## src/rtl/alu_seq_pkg.sv

```systemverilog
// Shared constants and enums for the ALU operation sequencer: class codes,
// R-type function codes, internal operation set and sequencer states.
package alu_seq_pkg;

  localparam logic [5:0] ALUOP_RTYPE = 6'd0;
  localparam logic [5:0] ALUOP_ADDI  = 6'd1;
  localparam logic [5:0] ALUOP_SLTIU = 6'd2;
  localparam logic [5:0] ALUOP_ORI   = 6'd3;
  localparam logic [5:0] ALUOP_LW    = 6'd4;
  localparam logic [5:0] ALUOP_SW    = 6'd5;

  localparam logic [5:0] FUNCT_ADD  = 6'b100000;
  localparam logic [5:0] FUNCT_SUB  = 6'b100010;
  localparam logic [5:0] FUNCT_AND  = 6'b100100;
  localparam logic [5:0] FUNCT_OR   = 6'b100101;
  localparam logic [5:0] FUNCT_SLT  = 6'b101010;
  localparam logic [5:0] FUNCT_SRA  = 6'b000011;
  localparam logic [5:0] FUNCT_SRAV = 6'b000111;
  localparam logic [5:0] FUNCT_MUL  = 6'b011000;

  typedef enum logic [3:0] {
    OP_NONE,
    OP_ADD,
    OP_SUB,
    OP_AND,
    OP_OR,
    OP_SLT,
    OP_SLTU,
    OP_SRA,
    OP_SRAV,
    OP_MUL
  } alu_op_e;

  typedef enum logic [1:0] {
    ST_IDLE,
    ST_MUL,
    ST_HOLD
  } seq_state_e;

endpackage

```

## src/rtl/alu_op_decode.sv

```systemverilog
// Combinational decode of class code and function code into an internal
// operation; anything unrecognised decodes to OP_NONE and flags illegal.
module alu_op_decode
  import alu_seq_pkg::*;
(
  input  logic [5:0] aluop_i,
  input  logic [5:0] funct_i,
  output alu_op_e    op_o,
  output logic       illegal_o
);

  always_comb begin
    op_o = OP_NONE;
    unique case (aluop_i)
      ALUOP_RTYPE: begin
        unique case (funct_i)
          FUNCT_ADD:  op_o = OP_ADD;
          FUNCT_SUB:  op_o = OP_SUB;
          FUNCT_AND:  op_o = OP_AND;
          FUNCT_OR:   op_o = OP_OR;
          FUNCT_SLT:  op_o = OP_SLT;
          FUNCT_SRA:  op_o = OP_SRA;
          FUNCT_SRAV: op_o = OP_SRAV;
          FUNCT_MUL:  op_o = OP_MUL;
          default:    op_o = OP_NONE;
        endcase
      end
      ALUOP_ADDI, ALUOP_LW, ALUOP_SW: op_o = OP_ADD;
      ALUOP_SLTIU:                    op_o = OP_SLTU;
      ALUOP_ORI:                      op_o = OP_OR;
      default:                        op_o = OP_NONE;
    endcase
  end

  assign illegal_o = (op_o == OP_NONE);

endmodule

```

## src/rtl/alu_op_sequencer.sv

```systemverilog
// ALU sequencer: single-cycle ops register in one cycle, MUL runs a radix-2
// shift-add over DATA_W cycles; results are held until the consumer takes them.
module alu_op_sequencer
  import alu_seq_pkg::*;
#(
  parameter int unsigned DATA_W = 32,
  parameter int unsigned SH_W   = $clog2(DATA_W)
) (
  input  logic              clk_i,
  input  logic              rst_i,
  input  logic              in_valid_i,
  output logic              in_ready_o,
  input  logic [5:0]        aluop_i,
  input  logic [5:0]        funct_i,
  input  logic [SH_W-1:0]   shamt_i,
  input  logic [DATA_W-1:0] src1_i,
  input  logic [DATA_W-1:0] src2_i,
  output logic              out_valid_o,
  input  logic              out_ready_i,
  output logic [DATA_W-1:0] result_o,
  output logic              zero_o,
  output logic              illegal_o,
  output logic              busy_o
);

  seq_state_e        state_q, state_d;
  alu_op_e           dec_op;
  logic              dec_illegal;
  logic              accept;
  logic [DATA_W-1:0] alu_res;

  logic [DATA_W-1:0] mul_a_q, mul_b_q, mul_acc_q, mul_add;
  logic [SH_W-1:0]   cnt_q;

  logic [DATA_W-1:0] result_q;
  logic              zero_q, illegal_q, out_valid_q;

  alu_op_decode u_decode (
    .aluop_i   (aluop_i),
    .funct_i   (funct_i),
    .op_o      (dec_op),
    .illegal_o (dec_illegal)
  );

  assign accept = in_valid_i && in_ready_o;

  always_comb begin
    alu_res = '0;
    unique case (dec_op)
      OP_ADD:  alu_res = src1_i + src2_i;
      OP_SUB:  alu_res = src1_i - src2_i;
      OP_AND:  alu_res = src1_i & src2_i;
      OP_OR:   alu_res = src1_i | src2_i;
      OP_SLT:  alu_res[0] = ($signed(src1_i) < $signed(src2_i));
      OP_SLTU: alu_res[0] = (src1_i < src2_i);
      OP_SRA:  alu_res = $signed(src2_i) >>> shamt_i;
      OP_SRAV: alu_res = $signed(src2_i) >>> src1_i[SH_W-1:0];
      default: alu_res = '0;
    endcase
  end

  // Low DATA_W bits of the two's-complement product equal those of the
  // unsigned product, so a plain unsigned shift-add suffices.
  assign mul_add = mul_acc_q + (mul_b_q[0] ? mul_a_q : '0);

  always_ff @(posedge clk_i or negedge rst_i) begin
    if (!rst_i) state_q <= ST_IDLE;
    else        state_q <= state_d;
  end

  // A draining HOLD behaves like IDLE so single-cycle ops can issue back-to-back.
  always_comb begin
    state_d = state_q;
    unique case (state_q)
      ST_IDLE: if (accept) state_d = (dec_op == OP_MUL) ? ST_MUL : ST_HOLD;
      ST_MUL:  if (cnt_q == '0) state_d = ST_HOLD;
      ST_HOLD: begin
        if (accept)           state_d = (dec_op == OP_MUL) ? ST_MUL : ST_HOLD;
        else if (out_ready_i) state_d = ST_IDLE;
      end
      default: state_d = ST_IDLE;
    endcase
  end

  always_comb begin
    in_ready_o = (state_q == ST_IDLE) || ((state_q == ST_HOLD) && out_ready_i);
    busy_o     = (state_q == ST_MUL);
  end

  always_ff @(posedge clk_i or negedge rst_i) begin
    if (!rst_i) begin
      mul_a_q     <= '0;
      mul_b_q     <= '0;
      mul_acc_q   <= '0;
      cnt_q       <= '0;
      result_q    <= '0;
      zero_q      <= 1'b1;
      illegal_q   <= 1'b0;
      out_valid_q <= 1'b0;
    end else if (accept) begin
      if (dec_op == OP_MUL) begin
        mul_a_q     <= src1_i;
        mul_b_q     <= src2_i;
        mul_acc_q   <= '0;
        cnt_q       <= SH_W'(DATA_W - 1);
        out_valid_q <= 1'b0;
      end else begin
        result_q    <= alu_res;
        zero_q      <= (alu_res == '0);
        illegal_q   <= dec_illegal;
        out_valid_q <= 1'b1;
      end
    end else if (state_q == ST_MUL) begin
      mul_acc_q <= mul_add;
      mul_a_q   <= mul_a_q << 1;
      mul_b_q   <= mul_b_q >> 1;
      if (cnt_q == '0) begin
        result_q    <= mul_add;
        zero_q      <= (mul_add == '0);
        illegal_q   <= 1'b0;
        out_valid_q <= 1'b1;
      end else begin
        cnt_q <= cnt_q - SH_W'(1);
      end
    end else if ((state_q == ST_HOLD) && out_ready_i) begin
      out_valid_q <= 1'b0;
    end
  end

  assign result_o    = result_q;
  assign zero_o      = zero_q;
  assign illegal_o   = illegal_q;
  assign out_valid_o = out_valid_q;

endmodule
```

## config.mk

```make
export PLATFORM = sky130hd
export DESIGN_NAME = alu_op_sequencer
export DESIGN_NICKNAME = d
export VERILOG_FILES = /design/src/rtl/alu_seq_pkg.sv /design/src/rtl/alu_op_decode.sv /design/src/rtl/alu_op_sequencer.sv
export SDC_FILE = /design/constraint.sdc
export NUM_CORES = 1
export LEC_CHECK = 0
export ABC_AREA = 0
export CAP_MARGIN = 20
export CORE_ASPECT_RATIO = 2
export CORE_MARGIN = 5
export CORE_UTILIZATION = 35
export CTS_CLUSTER_DIAMETER = 80
export CTS_CLUSTER_SIZE = 14
export DETAILED_ROUTE_END_ITERATION = 10
export PLACE_DENSITY = 0.58
export SETUP_SLACK_MARGIN = 0.15
export SLEW_MARGIN = 25
export SYNTH_ARGS = -nofsm -noshare
export SYNTH_HDL_FRONTEND = slang
export SYNTH_SLANG_ARGS = --single-unit
```

## constraint.sdc

```tcl
create_clock -name clk_i -period 5.2 [get_ports clk_i]
set_input_delay 1.04 -clock clk_i [delete_from_list [all_inputs] [get_ports clk_i]]
set_output_delay 1.04 -clock clk_i [all_outputs]
set_load 0.01 [all_outputs]
```

==> impl_metrics.env <==
export IMPL_status="completed"
export IMPL_root_buffer="clkbuf_16"
export IMPL_layout_area_overhead_vs_synth_pct=27.5
export IMPL_die_width_um=169
export IMPL_drtAntennaViolNets=0
export IMPL_core_area_um2=50100
export IMPL_clkLatencyLatePin_ns=0.47
export IMPL_clkSlewWorstSetupHoldPaths_ns=0.06
export IMPL_cts_buffer_depth=2
export IMPL_ys_flop_type="dfrtp_1"
export IMPL_vdd_drop_max_mv=0.211
export IMPL_yosysWarnings=0
export IMPL_route_detailed_drc=0
export IMPL_grt_pass1_vias=20308
export IMPL_cts_sinks=138
export IMPL_dr_total_vias=19721
export IMPL_max_stage_delay_ns=0.70
export IMPL_grt_first_pass_wirelength_um=128000
export IMPL_met3_usage_pct=2.85
export IMPL_first_iter_violations=1582
export IMPL_ys_top_cells_by_area="dfrtp_1, ha_1, mux2i_1"
export IMPL_cap_violations=0
export IMPL_portBuffers=121
export IMPL_routedWlPerCell_um=26.9
export IMPL_gr_usage_met2_pct=58.0
export IMPL_top_usage_layer="met2"
export IMPL_crit_slowest_cell="or4b_2"
export IMPL_io_pins=122
export IMPL_grtUsageTotal_pct=31.0
export IMPL_cts_hold_buf=0
export IMPL_cts_resized=0
export IMPL_start_kind="input pin"
export IMPL_n_antenna_cell=0
export IMPL_cts_buffers=17
export IMPL_finalCritPeriodShare_pct=94.8
export IMPL_layout_setup_ws_ns=0.272
export IMPL_arrival_ns=5.32
export IMPL_cts_setup_buffers=0
export IMPL_max_freq_ghz=0.203
export IMPL_cp_end_kind="register"
export IMPL_netlist_area_um2=17700
export IMPL_max_slew_margin_pct=26.7
export IMPL_finalMaxSlewViolations=0
export IMPL_die_area_um2=55400
export IMPL_synth_nets=2503
export IMPL_cp_cell_sequence="clkdlybuf4s50_1 -> inv_1 -> ha_1 -> o21bai_1 -> o211ai_1 -> a31oi_1 -> or3b_2 -> and2_1 -> a311oi_1 -> o22ai_1 -> o21ai_0 -> or4b_2 -> nor4_1 -> nand4_1 -> nand3_1"
export IMPL_ys_seq_area_share_pct=19.5
export IMPL_gp_congestion=0.991
export IMPL_initial_core_util_pct=35.3
export IMPL_antenna_found_initial=2
export IMPL_synth_cell_type_count=89
export IMPL_setup_viol=0
export IMPL_fin_worst_skew_ns=0.0234
export IMPL_ys_ff_latch=138
export IMPL_critPathRequiredTime_ns=5.60
export IMPL_yosysMostFrequentCell="nand2_1"
export IMPL_syn_avg_cell_area_um2=7.76
export IMPL_nets=2828
export IMPL_holdCritPathClass="reg -> reg"
export IMPL_cts_tree="done"
export IMPL_r2r_cells=14
export IMPL_layout_drive_gt1_share_pct=19.7
export IMPL_dpl_hpwl_um=72200
export IMPL_synth_top_area_share_pct=19.4
export IMPL_design_area_um2=22600
export IMPL_core_rowCount=116
export IMPL_drtPass1Iterations=6
export IMPL_layout_min_cycle_time_ns=4.93
export IMPL_power_density_nw_per_um2=188
export IMPL_grt_ovfl_total=0
export IMPL_synthArstFlopShare_pct=100
export IMPL_dpl_worst_slack_ns=-0.182
export IMPL_critPathMaxFanout=3
export IMPL_cts_htree_levels=4
export IMPL_yosys_area_top_type="dfrtp_1"
export IMPL_tightest_slew_ns=1.10
export IMPL_place_area_um2=21900
export IMPL_drt_total_wl_um=87800
export IMPL_die_height_um=328
export IMPL_hold_slack_ns=0.476
export IMPL_use_met1_pct=31.1
export IMPL_worstHoldPathCells=2
export IMPL_viasPerCell=6.04
export IMPL_worst_setup_path_type="in -> reg"
export IMPL_hold_violations=0
export IMPL_grt_max_degree=135
export IMPL_p_leak_nw=10.1
export IMPL_rsz0062_at_grt="yes"
export IMPL_synth_edff_count=0
export IMPL_synthTopCellsByCount="nand2_1, o21ai_0, nor2_1"
export IMPL_syn_inst=2279
cell usage in the layout, fill, tap and decap left out, types with 13 or more instances in the layout:
master           Yosys  final
a21oi_1            138    137
buf_4                0    343
o21ai_0            209    209
a31oi_1             24     22
o21a_1              15     15
mux4_2              35     35
o31ai_1             27     26
o211ai_1            33     33
o21bai_1            15     15
or2_2               15     15
or3_1               13     13
and2_1              54     53
nand2_1            243    243
a21o_1              30     30
a211oi_1            19     19
clkbuf_16            0     17
o22ai_1             29     29
ha_1               136    136
and3_1              16     16
a22oi_1             21     21
clkdlybuf4s50_1      0    116
dfrtp_1            137    137
nor2_1             163    162
buf_12               0     15
nand2b_1            20     20
nand4_1             22     22
xnor2_1             33     33
xor2_1              19     19
nor2b_1             19     19
mux2_2              43     43
nor4_1              17     17
mux2i_1            143    143
nor3_1              37     37
nand3_1             58     58
inv_1              106    106
report_power, final:
part | switching [mW] | total (mW) | leakage [nW] | internal, mW
Clock | 0.569 | 1.39 | 0.291 | 0.819
Combinational | 0.966 | 1.72 | 8.08 | 0.751
Sequential | 0.0233 | 1.14 | 1.73 | 1.11
Total | 1.56 | 4.24 | 10.1 | 2.68
flip-flops by register name, indices dropped and copies added, names as in the netlist:
signal and flops:
result_o 32, mul_acc_q 32, illegal_o 1, state_q 2
cnt_q 5, mul_a_q 32, out_valid_o 1, zero_o 1
mul_b_q 32
final cells by class:
class | instances | area, µm²
clock inverter | 10 | 165
clock buffer | 22 | 454
inverter | 111 | 417
timing repair buffer | 479 | 4070
multi-input combinational | 1857 | 13200
tap | 649 | 812
sequential | 138 | 3450
fill | 5095 | 27500
critical path, delay by kind of cell:
kind	cells	cell delay, ns
adders and majority gates	1	0.32
and+or+nand+nor	6	1.99
buffers and inverters	2	0.60
AOI/OAI and AO/OA	6	1.38
worst paths after layout:
kind / start / end / slack (ns)
setup / recovery: src2_i[1] / zero_o$_DFFE_PN1P_ / 0.27
hold / removal: result_o[17]$_DFFE_PN0P_ / result_o[17]$_DFFE_PN0P_ / 0.48
setup reg to reg: mul_a_q[0]$_DFFE_PN0P_ / zero_o$_DFFE_PN1P_ / 0.33
hold reg to reg: result_o[17]$_DFFE_PN0P_ / result_o[17]$_DFFE_PN0P_ / 0.48
max in group asynchronous: rst_i / zero_o$_DFFE_PN1P_ / 3.73
min in group asynchronous: rst_i / mul_a_q[1]$_DFFE_PN0P_ / 0.53
per-layer routing:
layer  wire length, µm  vias to the layer above
li1                  -                     9048
met1             30200                     9601
met2             46000                      762
met3              3230                      310
met4              8250                        0
met5                 0                        -
kinds of logic (layout without fill, tap and decap cells):
kind of cell    after synthesis  after routing  share of synthesized area [%]
fa+ha+maj                   139            139                           9.96
buf+inv                     284            622                           6.20
compound gates              722            722                           26.7
flops                       138            138                           19.5
xor+xnor                     52             52                           2.57
simple gates                723            723                           19.7
mux                         221            221                           15.3
through the flow:
step / cells / utilization, % / power (mW) / TNS [ns]
2_1_floorplan: 2279 / - / 2.00 / 0
3_3_place_gp: 3234 / 43.8 / 2.85 / -0.402
3_5_place_dp: 3234 / 43.8 / 2.85 / -0.425
4_1_cts: 3266 / 45.0 / 4.26 / 0
5_1_grt: 3266 / 45.1 / 4.41 / 0
6_report: 3266 / 45.1 / 4.24 / 0
No activity file was read; power rests on OpenSTA's default activity.
